**config.mk**
```make
export PLATFORM = sky130hd
export DESIGN_NAME = core_if_stage
export DESIGN_NICKNAME = d
export VERILOG_FILES = /design/src/rtl/core_pkg.sv /design/src/rtl/core_fetch_fifo.sv /design/src/rtl/core_if_stage.sv
export SDC_FILE = /design/constraint.sdc
export NUM_CORES = 1
export LEC_CHECK = 0
export CORE_MARGIN = 8
export CORE_UTILIZATION = 53
export CTS_CLUSTER_SIZE = 20
export DETAILED_ROUTE_END_ITERATION = 7
export PLACE_DENSITY = 0.77
export SLEW_MARGIN = 20
export SYNTH_ARGS = -nofsm -noshare
export SYNTH_HDL_FRONTEND = slang
export SYNTH_SLANG_ARGS = --single-unit
```
**constraint.sdc**
```tcl
create_clock -name clk -period 8.55 [get_ports clk]
set_input_delay 1.2825 -clock clk [delete_from_list [all_inputs] [get_ports clk]]
set_output_delay 1.2825 -clock clk [all_outputs]
set_load 0.01 [all_outputs]
```
**src/rtl/core_pkg.sv**
```systemverilog
// Shared types and constants for the core pipeline stages.
package core_pkg;

    // Bytes per instruction word; the fetch PC advances by this amount.
    localparam int INSTR_BYTES = 4;

    // Canonical no-op (addi x0, x0, 0) used downstream to insert bubbles.
    localparam logic [31:0] NOP_INSTR = 32'h0000_0013;

    // One fetched instruction together with the address it came from.
    typedef struct packed {
        logic [31:0] pc;
        logic [31:0] instr;
    } fetch_entry_t;

    // Force an address onto a word boundary.
    function automatic logic [31:0] word_align(input logic [31:0] addr);
        return {addr[31:2], 2'b00};
    endfunction

endpackage

```
**src/rtl/core_fetch_fifo.sv**
```systemverilog
// Small circular buffer of fetched instructions. The head entry is read
// straight out of storage registers, so the consumer sees registered data.
module core_fetch_fifo
    import core_pkg::*;
#(
    parameter int DEPTH = 2,
    localparam int CW = $clog2(DEPTH + 1)
) (
    input  logic          clk,
    input  logic          rst,
    input  logic          flush_i,
    input  logic          push_i,
    input  fetch_entry_t  push_data_i,
    input  logic          pop_i,
    output logic [CW-1:0] count_o,
    output logic          head_valid_o,
    output fetch_entry_t  head_o
);

    localparam int PW = $clog2(DEPTH);

    fetch_entry_t  mem_q [DEPTH];
    logic [PW-1:0] rd_ptr_q;
    logic [PW-1:0] wr_ptr_q;
    logic [CW-1:0] count_q;
    logic          do_pop;

    // Pointers wrap explicitly so non-power-of-two depths work.
    function automatic logic [PW-1:0] ptr_inc(input logic [PW-1:0] p);
        return (p == PW'(DEPTH - 1)) ? '0 : p + PW'(1);
    endfunction

    assign do_pop       = pop_i && (count_q != '0);
    assign count_o      = count_q;
    assign head_valid_o = (count_q != '0);
    assign head_o       = mem_q[rd_ptr_q];

    // Storage, pointers and occupancy; flush wins over any push or pop.
    always_ff @(posedge clk or posedge rst) begin
        if (rst) begin
            rd_ptr_q <= '0;
            wr_ptr_q <= '0;
            count_q  <= '0;
            for (int i = 0; i < DEPTH; i++) begin
                mem_q[i] <= '0;
            end
        end else if (flush_i) begin
            rd_ptr_q <= '0;
            wr_ptr_q <= '0;
            count_q  <= '0;
        end else begin
            if (push_i) begin
                mem_q[wr_ptr_q] <= push_data_i;
                wr_ptr_q        <= ptr_inc(wr_ptr_q);
            end
            if (do_pop) begin
                rd_ptr_q <= ptr_inc(rd_ptr_q);
            end
            if (push_i && !do_pop) begin
                count_q <= count_q + CW'(1);
            end else if (!push_i && do_pop) begin
                count_q <= count_q - CW'(1);
            end
        end
    end

    // The producer's credit scheme must never overfill the buffer.
    assert property (@(posedge clk) disable iff (rst)
        !(push_i && !flush_i && (count_q == CW'(DEPTH))));

endmodule

```
**src/rtl/core_if_stage.sv**
```systemverilog
// Instruction fetch stage: owns the PC, issues in-order word fetches on a
// request/grant bus, buffers returned words and hands {pc, instr} to ID.
//
// Handshake to ID: an instruction transfers on a rising edge where
// o_instr_valid and i_instr_ready are both high. While valid is high and
// ready is low, o_instr/o_instr_pc hold. Valid never depends on ready.
module core_if_stage
    import core_pkg::*;
#(
    parameter logic [31:0] RESET_PC   = 32'h0000_0000,
    parameter int          FIFO_DEPTH = 2
) (
    input  logic        clk,
    input  logic        rst,
    output logic        o_imem_req,
    output logic [31:0] o_imem_addr,
    input  logic        i_imem_gnt,
    input  logic        i_imem_rvalid,
    input  logic [31:0] i_imem_rdata,
    input  logic        i_redirect,
    input  logic [31:0] i_redirect_pc,
    output logic        o_instr_valid,
    input  logic        i_instr_ready,
    output logic [31:0] o_instr,
    output logic [31:0] o_instr_pc
);

    localparam int            CW      = $clog2(FIFO_DEPTH + 1);
    localparam logic [CW:0]   DEPTH_C = (CW + 1)'(FIFO_DEPTH);

    logic [31:0]   pc_req_q, pc_req_d;
    logic [31:0]   pc_rsp_q, pc_rsp_d;
    logic [CW-1:0] outstanding_q, outstanding_d;
    logic [CW-1:0] discard_q, discard_d;

    logic [CW-1:0] fifo_count;
    logic [CW:0]   credit_used;
    logic [31:0]   redirect_pc;
    logic          pop;
    logic          grant;
    logic          rsp_valid;
    logic          push;
    fetch_entry_t  push_entry;
    fetch_entry_t  head;

    assign redirect_pc = word_align(i_redirect_pc);
    assign pop         = o_instr_valid & i_instr_ready;

    // A response with nothing outstanding is a leftover from before reset.
    assign rsp_valid   = i_imem_rvalid && (outstanding_q != '0);

    // In-flight requests plus buffered words may never exceed the buffer
    // depth, so every response is guaranteed a free slot on arrival.
    assign credit_used = {1'b0, outstanding_q} + {1'b0, fifo_count}
                       - {{CW{1'b0}}, pop};
    assign o_imem_req  = !rst && !i_redirect && (credit_used < DEPTH_C);
    assign o_imem_addr = pc_req_q;
    assign grant       = o_imem_req && i_imem_gnt;

    assign push        = rsp_valid && !i_redirect && (discard_q == '0);
    assign push_entry  = '{pc: pc_rsp_q, instr: i_imem_rdata};

    // Next-state for PCs and counters; a redirect overrides grants and pushes.
    always_comb begin
        pc_req_d      = pc_req_q;
        pc_rsp_d      = pc_rsp_q;
        outstanding_d = outstanding_q + CW'(grant) - CW'(rsp_valid);
        discard_d     = discard_q;
        if (i_redirect) begin
            pc_req_d  = redirect_pc;
            pc_rsp_d  = redirect_pc;
            discard_d = outstanding_q - CW'(rsp_valid);
        end else begin
            if (grant) begin
                pc_req_d = pc_req_q + 32'(INSTR_BYTES);
            end
            if (rsp_valid) begin
                if (discard_q != '0) begin
                    discard_d = discard_q - CW'(1);
                end else begin
                    pc_rsp_d = pc_rsp_q + 32'(INSTR_BYTES);
                end
            end
        end
    end

    // PC and counter registers.
    always_ff @(posedge clk or posedge rst) begin
        if (rst) begin
            pc_req_q      <= RESET_PC;
            pc_rsp_q      <= RESET_PC;
            outstanding_q <= '0;
            discard_q     <= '0;
        end else begin
            pc_req_q      <= pc_req_d;
            pc_rsp_q      <= pc_rsp_d;
            outstanding_q <= outstanding_d;
            discard_q     <= discard_d;
        end
    end

    core_fetch_fifo #(
        .DEPTH (FIFO_DEPTH)
    ) u_fifo (
        .clk          (clk),
        .rst          (rst),
        .flush_i      (i_redirect),
        .push_i       (push),
        .push_data_i  (push_entry),
        .pop_i        (pop),
        .count_o      (fifo_count),
        .head_valid_o (o_instr_valid),
        .head_o       (head)
    );

    assign o_instr    = head.instr;
    assign o_instr_pc = head.pc;

endmodule

```
# Yosys cells after proc, flatten, opt, wreduce, memory -nomap -nowiden
# Index checks and enable logic that the tools add are counted.
[word_totals]
regBits = 200
latch_bits = 0
mem_bits_rw = 0
mem_bits_ro = 0
input_bits = 70
output_inout_bits = 98
word_cells = 82
memories = 0
[classes]
n_addsub = 12
mul = 0
div_mod_pow = 0
order_cmp = 4
eq_ne = 1
n_shift = 0
n_mux = 23
bitwise_logic = 4
n_reduce_logical = 27
[op_table]
columns = ["cell", "count"]
rows = [
  ["two-way mux 64 bit", 4],
  ["two-way mux 32 bit", 5],
  ["bitwise mux 128 bit", 1],
  ["adder 32 x 3 -> 32 bit (second input constant)", 2],
  ["demux 64 bit (select 1 bit)", 1],
  ["nonzero test 2 bit", 8],
  ["two-way mux 2 bit", 6],
  ["logical AND 1 bit", 10],
  ["two-way mux 1 bit", 6],
  ["AND reduction 2 bit", 3],
  [">= comparator 2 bit (second input constant)", 2],
  ["zero test 1 bit", 4],
  ["inverter 1 -> 2 bit", 2],
  ["subtractor 2 x 1 -> 2 bit", 2],
  ["subtractor 2 x 1 -> 2 bit (second input constant)", 2],
  ["adder 2 x 2 -> 3 bit", 1],
  ["< comparator 3 x 2 -> 1 bit (second input constant)", 1],
  ["nonzero test 3 bit", 1],
  ["subtractor 3 x 1 -> 3 bit", 1],
  ["adder 1 bit (second input constant)", 2],
  ["adder 2 x 1 -> 2 bit", 1],
  ["adder 2 x 1 -> 2 bit (second input constant)", 1],
  ["zero test 2 bit", 1],
  ["< comparator 2 x 1 -> 1 bit (second input constant)", 1],
  ["other kinds (3)", 3],
]

# Logic depth before layout (Yosys ltp)
[depth]
word_depth = 9
ltp_mapped = 15

# Modules after synthesis
# From an unflattened synthesis, not the netlist that was laid out.
[hier_totals]
cells_unflattened = 766
hier_area_um2 = 10141.0
[modules_own_cells]
columns = ["module", "instances", "cells_each", "area_each_um2", "seq_area_each_um2"]
rows = [
  ["core_fetch_fifo", 1, 364, 6359.8, 3303.2],
  ["core_if_stage", 1, 402, 3781.1, 1601.5],
]

# Worst setup path after synthesis
# OpenSTA, ideal clock, no wires.
[synth_timing]
path_type = "input to output"
startpoint = "input port i_instr_ready"
endpoint = "output port o_imem_req"
arrival_time_ps = 2873
required_ps = 7267
slack_ps = 4395
stages = 7
n_path_buf = 0
cell_sequence = "nand2_1 > inv_1 > ha_1 > nand2b_1 > fa_1 > xnor2_1 > nor4b_1"
[synth_between]
elab_chain_len = 4
[synth_lines]
columns = ["element", "line", "source"]
rows = [
  ["start, declared", "core_if_stage.sv:23", "input logic i_instr_ready,"],
  ["bitwise AND 1 bit", "core_if_stage.sv:47", "assign pop = o_instr_valid & i_instr_ready;"],
  ["subtractor 3 x 1 -> 3 bit", "core_if_stage.sv:55", "- {{CW{1'b0}}, pop};"],
  ["< comparator 3 x 2 -> 1 bit", "core_if_stage.sv:56", "assign o_imem_req = !rst && !i_redirect && (credit_used < DEPTH_C);"],
  ["logical AND 1 bit", "core_if_stage.sv:56", ""],
  ["end, declared", "core_if_stage.sv:15", "output logic o_imem_req,"],
]
# Every way passes these cells.

# Worst setup path in the final report
# Ends and elaborated chain as after synthesis.

==> impl_metrics.py <==
metrics = {
    "run_status": {
        "status": "completed",
    },
    "timing": {
        "tns_ps": 0,
        "tightestPinTransition_ps": 927,
        "max_freq_mhz": 192,
        "setup_viol_count_final": 0,
        "finalCritPeriodShare_pct": 60.8,
        "fin_crit_ps": 5200,
        "finClkSkew_ps": 10.0,
        "report.final.slew_viol_count": 0,
        "hold_violations": 0,
        "rsz0062_at_grt": "no",
        "relSlewSlack_pct": 38.2,
    },
    "power": {
        "powerDensity_mw_per_mm2": 304,
        "finalPower_mw": 3.56,
        "vdd_drop_max_uv": 198,
        "leakage_nw": 4.89,
    },
    "floorplan": {
        "die_h_um": 149,
        "die_w_um": 149,
        "fp.coreArea_mm2": 0.0173,
        "core.rowCount": 48,
        "pin_count": 168,
        "design.die.area_mm2": 0.0222,
        "start_util_pct": 54.1,
    },
    "route": {
        "drt_wl_total_mm": 22.0,
        "vias": 6526,
        "drtPass1Iterations": 5,
        "drt-initial-drc-count": 305,
        "antenna_left": 0,
        "drc_errors": 0,
        "wl_per_cell_um": 19.3,
        "viasPerCell": 5.74,
    },
    "logic_synthesis": {
        "synthCells": 754,
        "ys_warn_count": 0,
        "synth_ff_type": "dfrtp_1",
        "synth_seq_cells": 192,
        "ys_async_sr_fraction_pct": 100,
        "synth_edf_count": 0,
        "avgSynthCellArea_um2": 12.4,
        "ys_seq_area_share_pct": 51.3,
        "synth_cell_types": 55,
        "syn_area_mm2": 0.00936,
    },
    "clocking": {
        "cts_made_buffers": 17,
        "clock_latency_ps": 420,
        "cts_resized": 0,
        "clk_pin_slew_worst_paths_ps": 60,
        "cts_hold_buf": 0,
        "clockBufferDepth": 2,
        "htreeDepth": 4,
        "cts_sinks": 192,
        "cts_tree": "built",
        "postCtsSetupRepairBufs": 0,
        "root_buffer": "clkbuf_16",
    },
    "finish": {
        "area_growth_pct": 25.2,
        "layout_commonest_cell": "mux2_2",
        "antenna_cells": 0,
        "fill_cells": 1242,
        "drive_above_1_share_pct": 26.9,
        "fin_nets": 977,
        "most-common-layout-cells": "194 x mux2_2, 191 x dfrtp_1, 161 x clkdlybuf4s50_1",
        "fin_cells": 1136,
    },
    "job": {
        "cap_viol_max_count": 0,
    },
    "worst_setup_path": {
        "start_kind": "input pin",
        "crit_path_start": "i_instr_ready",
        "regToRegSetupSlack_ps": 4410,
        "timing.rr.end": "outstanding_q[1]",
        "worst-r2r-cell-count": 14,
        "arrival_ps": 3920,
        "crit_end": "o_imem_req",
        "regToRegStartpoint": "u_fifo.count_o[1]",
        "critPathMaxFanout": 4,
        "cp-end-kind": "output pin",
        "critPathKind": "input pin to output pin",
        "worstPathRequired_ps": 7270,
    },
    "global_routing": {
        "grtUsageTotal_pct": 20.2,
        "grt_pass1_wl_mm": 36.1,
        "grt.overflow.total": 0,
        "grt_max_degree": 121,
        "grt_pass1_vias": 7077,
        "antenna_found_initial": 0,
    },
    "hold_path": {
        "hold_class": "register to register",
    },
    "place": {
        "place_congestion": 0.931,
        "hpwl_mm": 15.2,
        "placed_cells": 1104,
        "numPortBuffers": 161,
    },
}
==> worst max-delay path, stage by stage <==
cell and delay, ps:
clkdlybuf4s50_1 540, nand2_1 150, inv_1 90, ha_1 220, nand2b_1 150, fa_1 380
xnor2_1 220, nor4b_1 300, clkdlybuf4s50_1 600
==> per-layer routing <==
metal	vias to the layer above	global-route usage [%]	part of all wire, %
met5	-	0	0
met4	0	5.70	1.5
met3	23	5.40	6.6
met2	232	33.6	48
met1	3307	25.4	44
li1	2964	-	-
==> synth_stat cells (14+ instances only) <==
cell type	count	area share, %
a21boi_0	18	1.4
buf_2	16	0.86
dfrtp_1	192	51
inv_1	14	0.56
mux2_2	194	23
nand2_1	45	1.8
nand3_1	24	1.3
nand4_1	23	1.5
nor2_1	17	0.68
o21ai_0	29	1.6
xnor2_1	23	2.2
xor2_1	27	2.5
==> power by group <==
group	total, mW	internal [mW]	leakage (nW)	switching [mW]
Sequential	1.42	1.22	2.39	0.198
Clock	0.828	0.500	0.299	0.328
Combinational	1.32	0.799	2.21	0.519
==> layout make-up <==
cell class	count	area (µm²)	share of cell area (%)
clock buffer	24	502	4.28
timing repair buffer	168	1660	14.2
inverter	15	63.8	0.545
multi-input combinational	504	4270	36.5
tap	225	282	2.40
clock inverter	8	126	1.08
sequential	192	4810	41.0
==> how the worst min path moves through the flow <==
stage / slack [ps] / cells after the start / to / startpoint
final: 500 / 1 / u_fifo.mem_q[125] / u_fifo.mem_q[125]
after global routing: 510 / 1 / u_fifo.mem_q[41] / u_fifo.mem_q[41]
after CTS: 500 / 1 / u_fifo.mem_q[27] / u_fifo.mem_q[27]
after detailed placement: 490 / 1 / u_fifo.mem_q[15] / u_fifo.mem_q[15]
after global placement: 480 / 1 / u_fifo.mem_q[26] / u_fifo.mem_q[26]
after floorplan: 470 / 1 / u_fifo.mem_q[40] / u_fifo.mem_q[40]
==> flip-flops by register name, summed over array words and instances, names as in the netlist <==
signal and flops:
u_fifo.mem_q 124, o_imem_addr 30, pc_rsp_q 30, discard_q 2, outstanding_q 2, u_fifo.count_o 2
u_fifo.rd_ptr_q 1, u_fifo.wr_ptr_q 1
==> kinds of logic after synthesis <==
family / share of synthesized area [%]
multiplexers: 23.4
other: 0.0401
adder cells (fa/ha/maj): 1.28
AND/OR/NAND/NOR: 10.6
XOR/XNOR: 4.68
buffers and inverters: 3.24
AO/OA/AOI/OAI: 5.41
flip-flops: 51.3
==> per-stage QoR <==
stage               util [%]  setup slack, ps  hold WS [ps]  area, µm²
global placement        64.1             3400           483      11100
CTS                     67.7             3360           505      11700
detailed placement      64.1             3390           490      11100
finish                  67.7             3350           503      11700
floorplan                  -             2040           475       9370
global route            67.7             3180           514      11700
No activity file was read; power rests on OpenSTA's default activity.
